### src/rtl/dino_pkg.sv
// dino_pkg: shared game state encoding and widths for the dino runner
package dino_pkg;
  localparam int X_WIDTH = 10;
  localparam int SCORE_WIDTH = 16;
  localparam logic [1:0] ST_IDLE = 2'b00;
  localparam logic [1:0] ST_RUN = 2'b01;
  localparam logic [1:0] ST_OVER = 2'b10;
endpackage

### src/rtl/lfsr16.sv
// lfsr16: free-running 16-bit Fibonacci LFSR, x^16+x^14+x^13+x^11+1
module lfsr16 #(
  parameter logic [15:0] SEED = 16'hACE1
) (
  input  logic        clk,
  input  logic        reset,
  output logic [15:0] q
);
  always_ff @(posedge clk)
    q <= reset ? SEED : {q[14:0], q[15] ^ q[13] ^ q[12] ^ q[10]};
endmodule

### src/rtl/obstacle_scheduler.sv
// obstacle_scheduler: game FSM, two-slot cactus spawn/scroll, speed ramp and score
module obstacle_scheduler
  import dino_pkg::*;
#(
  parameter int X_WIDTH = dino_pkg::X_WIDTH,
  parameter int SPAWN_X = 600,
  parameter int MIN_GAP = 200,
  parameter int MIN_GAP_FRAMES = 40,
  parameter int SPEED_INIT = 1,
  parameter int SPEED_MAX = 6,
  parameter int SPEED_STEP_FRAMES = 512,
  parameter logic [15:0] LFSR_SEED = 16'hACE1
) (
  input  logic                   clk,
  input  logic                   reset,
  input  logic                   frame_tick,
  input  logic                   start,
  input  logic                   collision,
  output logic [1:0]             state,
  output logic                   game_over,
  output logic [1:0]             cacti_valid,
  output logic [X_WIDTH-1:0]     cacti_x0,
  output logic [X_WIDTH-1:0]     cacti_x1,
  output logic [2:0]             speed,
  output logic [SCORE_WIDTH-1:0] score
);
  localparam int GW = $clog2(MIN_GAP_FRAMES + 32);
  localparam int FW = SPEED_STEP_FRAMES > 1 ? $clog2(SPEED_STEP_FRAMES) : 1;
  localparam logic [X_WIDTH-1:0] LIM = X_WIDTH'(SPAWN_X - MIN_GAP);
  logic [15:0] lfsr;
  logic [GW-1:0] gap;
  logic [FW-1:0] frame;
  logic [1:0] nv;
  logic [X_WIDTH-1:0] nx0, nx1, sp;
  logic sp0, sp1, wrap;
  lfsr16 #(.SEED(LFSR_SEED)) u_lfsr (.clk(clk), .reset(reset), .q(lfsr));
  // nv/nx: slot liveness and position after this tick's scroll, before any spawn
  always_comb begin
    sp = X_WIDTH'(speed);
    nv = {cacti_valid[1] && cacti_x1 >= sp, cacti_valid[0] && cacti_x0 >= sp};
    nx0 = cacti_x0 - sp;
    nx1 = cacti_x1 - sp;
    sp0 = gap == '0 && !cacti_valid[0] && (!nv[1] || nx1 <= LIM);
    sp1 = gap == '0 && !sp0 && !cacti_valid[1] && (!nv[0] || nx0 <= LIM);
    wrap = frame == FW'(SPEED_STEP_FRAMES - 1);
  end
  always_ff @(posedge clk) begin
    if (reset) begin
      state <= ST_IDLE;
      game_over <= 1'b0;
      cacti_valid <= 2'b00;
      cacti_x0 <= X_WIDTH'(SPAWN_X);
      cacti_x1 <= X_WIDTH'(SPAWN_X);
      speed <= 3'(SPEED_INIT);
      score <= '0;
      frame <= '0;
      gap <= GW'(MIN_GAP_FRAMES);
    end else if (state == ST_RUN && collision) begin
      state <= ST_OVER;
      game_over <= 1'b1;
    end else if (state != ST_RUN && start) begin
      state <= ST_RUN;
      game_over <= 1'b0;
      cacti_valid <= 2'b00;
      speed <= 3'(SPEED_INIT);
      score <= '0;
      frame <= '0;
      gap <= '0;
    end else if (state == ST_RUN && frame_tick) begin
      cacti_valid <= nv | {sp1, sp0};
      cacti_x0 <= sp0 ? X_WIDTH'(SPAWN_X) : nv[0] ? nx0 : cacti_x0;
      cacti_x1 <= sp1 ? X_WIDTH'(SPAWN_X) : nv[1] ? nx1 : cacti_x1;
      gap <= (sp0 || sp1) ? GW'(MIN_GAP_FRAMES) + GW'(lfsr[4:0]) : gap - GW'(gap != '0);
      score <= score + SCORE_WIDTH'(score != '1);
      frame <= wrap ? '0 : frame + 1'b1;
      if (wrap && speed < 3'(SPEED_MAX)) speed <= speed + 3'd1;
    end
  end
endmodule

### config.mk
export PLATFORM = sky130hd
export DESIGN_NAME = obstacle_scheduler
export DESIGN_NICKNAME = d
export VERILOG_FILES = /design/src/rtl/dino_pkg.sv /design/src/rtl/lfsr16.sv /design/src/rtl/obstacle_scheduler.sv
export SDC_FILE = /design/constraint.sdc
export NUM_CORES = 1
export LEC_CHECK = 0
export BUFFER_PORTS_ARGS = -buffer_cell sky130_fd_sc_hd__buf_4
export CAP_MARGIN = 10
export CORE_UTILIZATION = 53
export CTS_CLUSTER_SIZE = 20
export DETAILED_ROUTE_END_ITERATION = 10
export GPL_TIMING_DRIVEN = 0
export HOLD_SLACK_MARGIN = 0.02
export PLACE_DENSITY = 0.74
export SLEW_MARGIN = 25
export SYNTH_ARGS = -nofsm -noshare
export SYNTH_HDL_FRONTEND = slang
export SYNTH_SLANG_ARGS = --single-unit
### constraint.sdc
create_clock -name clk -period 2.53 [get_ports clk]
set_input_delay 0.506 -clock clk [delete_from_list [all_inputs] [get_ports clk]]
set_output_delay 0.506 -clock clk [all_outputs]
set_load 0.03 [all_outputs]
---- Word-level counts from Yosys, hierarchy flattened ----
Cells that the tools add are included.
cells by class
  add/sub/neg operators ................... 7
  magnitude comparators ................... 5
  equal/unequal tests ..................... 4
  mux-type cells .......................... 21
  bitwise logic cells ..................... 6
  reductions and logical operators ........ 31
operators by type and width
  cell                                                   number
  two-way mux 10 bit                                     4
  two-way mux 16 bit                                     2
  two-way mux 9 bit                                      3
  two-way mux 7 bit                                      3
  >= comparator 10 x 3 -> 1 bit                          2
  <= comparator 10 x 9 -> 1 bit (second input constant)  2
  subtractor 10 x 3 -> 10 bit                            2
  adder 16 x 1 -> 16 bit                                 1
  inequality test 16 bit (second input constant)         1
  logical AND 1 bit                                      11
  nonzero test 2 bit                                     5
  adder 9 x 1 -> 9 bit (second input constant)           1
  equality test 9 bit (second input constant)            1
  two-way mux 3 bit                                      3
  two-way mux 2 bit                                      4
  AND reduction 4 bit                                    2
  adder 6 x 5 -> 7 bit (first input constant)            1
  zero test 7 bit                                        1
  nonzero test 7 bit                                     1
  subtractor 7 x 1 -> 7 bit                              1
  zero test 1 bit                                        5
  adder 3 x 1 -> 3 bit (second input constant)           1
  logical OR 1 bit                                       3
  < comparator 3 bit (second input constant)             1
  other kinds (9)                                        13
storage, ports and cells
  register bits after elaboration ......... 76
  bits of input ports ..................... 5
  output and inout port bits .............. 44
  word-level logic and storage cells ...... 85

---- Longest topological paths before layout ----
  depth after elaboration ................. 13
  mapped depth ............................ 13
  gate-level depth less buffers ........... 13

---- Cells and area by module ----
Synthesis repeated with hierarchy kept, for this count alone.
unflattened totals
  cell total of the unflattened synthesis .. 484
  area total of the unflattened synthesis .. 4,083.9 um2
by module, submodules not included
  module              times used  cells an instance  area an instance (um2)  sequential area each (um2)
  obstacle_scheduler  1           448                3,629.7                 1,181.1
  lfsr16              1           36                 454.2                   320.3

---- Least setup slack after synthesis ----
No wires, ideal clock.
  path kind ............................... register to register
  from .................................... reg speed[0]
  to ...................................... reg gap[6]
  setup time .............................. 0.130 ns
  data arrival time ....................... 2.876 ns
  required time ........................... 2.400 ns
  setup slack ............................. -0.476 ns
  cell stages (with the launch flop) ...... 11
  clock period less this slack ............ 3.006 ns
  path through ............................ dfxtp_1 -> ha_1 -> inv_1 -> fa_1 -> a211o_1 -> o41a_1 -> o21ai_0 -> o211ai_2 -> clkbuf_1 -> a32oi_1 -> o211ai_1
between the ends
  longest elaborated chain between the ends .. 13
ends and longest elaborated chain
  what                                                                 RTL line                  RTL
  start, declared                                                      obstacle_scheduler.sv:24  output logic [2:0] speed,
  start signal, assigned                                               obstacle_scheduler.sv:54  speed <= 3'(SPEED_INIT);
  start signal, assigned                                               obstacle_scheduler.sv:65  speed <= 3'(SPEED_INIT);
  start signal, assigned                                               obstacle_scheduler.sv:76  if (wrap && speed < 3'(SPEED_MAX)) speed <= speed + 3'd1;
  branches (longest 9 deep; another with subtractor 10 x 3 -> 10 bit)  --
  logical OR 1 bit (*)                                                 obstacle_scheduler.sv:73  gap <= (sp0 || sp1) ? GW'(MIN_GAP_FRAMES) + GW'(lfsr[4:0]) : gap - GW'(gap != '0);
  two-way mux 7 bit (*)                                                obstacle_scheduler.sv:73
  two-way mux 7 bit (*)                                                obstacle_scheduler.sv:69  end else if (state == ST_RUN && frame_tick) begin
  two-way mux 7 bit (*)                                                obstacle_scheduler.sv:61  end else if (state != ST_RUN && start) begin
  end signal, assigned                                                 obstacle_scheduler.sv:57  gap <= GW'(MIN_GAP_FRAMES);
  end signal, assigned                                                 obstacle_scheduler.sv:73
  end, declared                                                        obstacle_scheduler.sv:31  logic [GW-1:0] gap;
Every way passes the cells marked *. The select of a mux whose other input is x is not followed.
A chain may end at the register's enable or synchronous reset.

---- Worst setup path after layout ----
  from .................................... reg speed[1]
  to ...................................... reg cacti_x1[4]
between the ends
  longest elaborated chain between the ends .. 11
ends and longest elaborated chain
  what                                                                  RTL line                  RTL
  branches (longest 11 deep; another with subtractor 10 x 3 -> 10 bit)  --
  end signal, assigned                                                  obstacle_scheduler.sv:53  cacti_x1 <= X_WIDTH'(SPAWN_X);
  end signal, assigned                                                  obstacle_scheduler.sv:72  cacti_x1 <= sp1 ? X_WIDTH'(SPAWN_X) : nv[1] ? nx1 : cacti_x1;
  end, declared                                                         obstacle_scheduler.sv:23  output logic [X_WIDTH-1:0] cacti_x1,
Several ways; the timed one is not identified. The select of a mux whose other input is x is not followed.

==> flow_summary.toml <==
[run_status]
status = "finished, violations left"
violations = "setup timing"

[clock_network]
cts_tree = "yes"
cts_sinks = 75
path_clk_slew_ps = 90
hold_buffers = 0
h-tree-depth = 3
cts_root_buffer = "clkbuf_8"
clkLatencyLatePin_ps = 360
clock_path_buffers = 2
numCtsBuffers = 9

[timing]
worst_slew_margin_rel_pct = 51.9
rsz0062_at_grt = "yes"
fmax_mhz = 359
finClkSkew_ps = 19.7
hold_viol_final = 0
tightest_slew_ps = 721
period_minus_slack_ps = 2790
setup_viol = 28
layout_setup_ws_ps = -258
finalMaxSlewViolations = 0
period_share_pct = 110

[place]
dp_cells = 637
io_buffers = 48
gp_congestion = 0.919
dpl_cell_area_um2 = 4640
dp_hpwl_um = 7670

[final_layout]
drive_gt1_share_pct = 32.4
fillers = 558
fin_cells = 683
area_growth_pct = 34.6
nets = 600
final_core_util_pct = 74.3
postLayoutCellArea_um2 = 5420
antenna_cells = 0

[grt]
grt_pass1_vias = 3671
grt_max_degree = 14
grt.overflow.total = 0
grt_usage_pct = 29.0
grt_pass1_wl_um = 17500
grt_antenna_before_repair = 0

[drt]
vias_per_cell = 5.93
drc = 0
finalWirelength_um = 11500
dr.pass1.iters = 5
ant_nets = 0
drt_iter0_markers = 304
wl_per_cell_um = 16.8
vias = 4051

[hold_path]
min_from = "start"
hp-class = "in -> reg"

[synthesis]
synth_warnings = 0
ys_ff_latch = 75
synth_edf_count = 0
synth-async-reset-ratio_pct = 0
syn-cell-area_um2 = 4030
synth_cells = 490
syn_nets = 511
synth-main-ff-cell = "dfxtp_1"
synth-seq-area-share_pct = 37.3
synth_area_per_cell_um2 = 8.22
yosys.cell_types.count = 67

[flow_run]
cap_viol_max_count = 0

[floorplanning]
die_area_um2 = 7950
die_h_um = 89.2
start_util_pct = 55.2
fp-row-count = 31
die_w_um = 89.2
io_pins = 49
fp.coreArea_um2 = 7290

[power_and_ir_drop]
p_leak_uw = 0.00196
power_density_nw_per_um2 = 425
irDropWorstVdd_mv = 0.446

[setup_path]
crit_type = "reg -> reg"
r2r-start = "speed[1]$_SDFFE_PP0P_"
cp-startpoint = "speed[1]$_SDFFE_PP0P_"
crit_path_end_kind = "flop"
cp_max_fo = 6
rrSetupSlack_ps = -260
required_ps = 2760
startpoint_type = "flop"
critPathArrivalTime_ps = 3020
through the flow:
step | setup TNS [ps] | setup slack (ps) | hold slack, ps | power, uW
2_1_floorplan | -156 | -53.5 | 389 | 1390
3_3_place_gp | -5820 | -303 | 397 | 1450
3_5_place_dp | -6650 | -324 | 398 | 1450
4_1_cts | -3870 | -225 | 390 | 2290
5_1_grt | -7230 | -341 | 401 | 2380
6_report | -4580 | -258 | 400 | 2310
metal layers:
metal	vias to the layer above	GRT usage [%]	routed length, um
li1	1959	-	-
met1	1923	38.2	5130
met2	140	45.2	5440
met3	29	6.37	556
met4	0	14.0	341
met5	-	0	0
cell usage after synthesis, drive strengths merged (4+ instances only):
library cell / n / area (um^2)
o31ai: 5 / 37.5
dfxtp: 75 / 1500
or3: 11 / 68.8
a211oi: 5 / 42.5
o211ai: 9 / 77.6
nand4: 10 / 62.6
nand3b: 5 / 37.5
nor3: 9 / 45.0
nand3: 17 / 85.1
ha: 14 / 175
clkbuf: 21 / 78.8
xnor2: 10 / 87.6
buf: 8 / 57.6
and3: 7 / 43.8
a21oi: 33 / 165
o21ai: 23 / 115
or2: 11 / 68.8
nand2: 43 / 161
nor2b: 13 / 81.3
xor2: 11 / 96.3
nor4: 7 / 43.8
nor2: 56 / 210
a211o: 4 / 35.0
inv: 15 / 56.3
nor3b: 5 / 37.5
a31oi: 12 / 75.1
worst max-delay path: stages, from the launching register on:
cell	delay, ps
dfxtp_4	420
clkinvlp_4	170
fa_2	420
a211oi_4	280
buf_4	160
xnor2_1	60
a31oi_2	260
a31oi_4	70
o211ai_4	320
buf_6	150
o22ai_1	60
a221o_1	300
cell type report:
cell class	instances	area (um^2)	share of cell area [%]
repair buffers	80	639	11.8
clock inverters	5	28.8	0.531
inverters	16	68.8	1.27
well taps	99	124	2.29
multi-input cells	370	2730	50.3
flip-flops and latches	75	1540	28.3
plain buffers	27	155	2.86
clock buffers	11	141	2.61
flip-flops by register name, summed over array words and instances, names as in the netlist:
signal	cells
score	16
u_lfsr.q	16
cacti_x0	10
cacti_x1	10
frame	9
gap	7
speed	3
cacti_valid	2
state	2
cells in the final DEF (no fill, tap or decap), types with 8 or more instances in the layout:
master    count
buf_4        75
dfxtp_1      62
nor2_1       50
nand2_1      41
a21oi_1      31
clkbuf_1     18
o21ai_0      15
nand3_1      13
nor2b_1      12
or3_1        11
xor2_1       11
clkbuf_8     11
inv_1        10
nand4_1      10
a31oi_1      10
or2_2         9
xnor2_1       9
ha_1          9
nor3_1        8
repair_timing:
action / in CTS / in global routing
pin swaps: 23 / 27
setup endpoints to repair: 33 / 41
cloned: 1 / 0
buffers inserted: 19 / 12
resized for setup: 37 / 42
hold endpoints to repair: 0 / 0
final timing paths:
kind,endpoint,cells after the start
max,cacti_x1[4]$_SDFFE_PP1P_,11
min,state[0]$_SDFFE_PP0P_,2
max reg2reg,cacti_x1[4]$_SDFFE_PP1P_,11
min reg2reg,u_lfsr.q[10]$_SDFF_PP1_,1
report_power, final:
group          switching, uW  internal [uW]
clock                    459            379
combinational            146           98.8
sequential              21.5           1200
total                    626           1680
cells by family (layout without fill, tap and decap cells):
kind of cell | after synthesis | after routing | share of synthesized area, %
multiplexers | 1 | 1 | 0.249
flip-flops | 75 | 75 | 37.3
buffers and inverters | 45 | 139 | 4.88
AND/OR/NAND/NOR | 208 | 208 | 26.3
adder cells (fa/ha/maj) | 16 | 16 | 5.34
XOR/XNOR | 21 | 21 | 4.57
AO/OA/AOI/OAI | 124 | 124 | 21.4
Power figures use the tool's default switching activity.
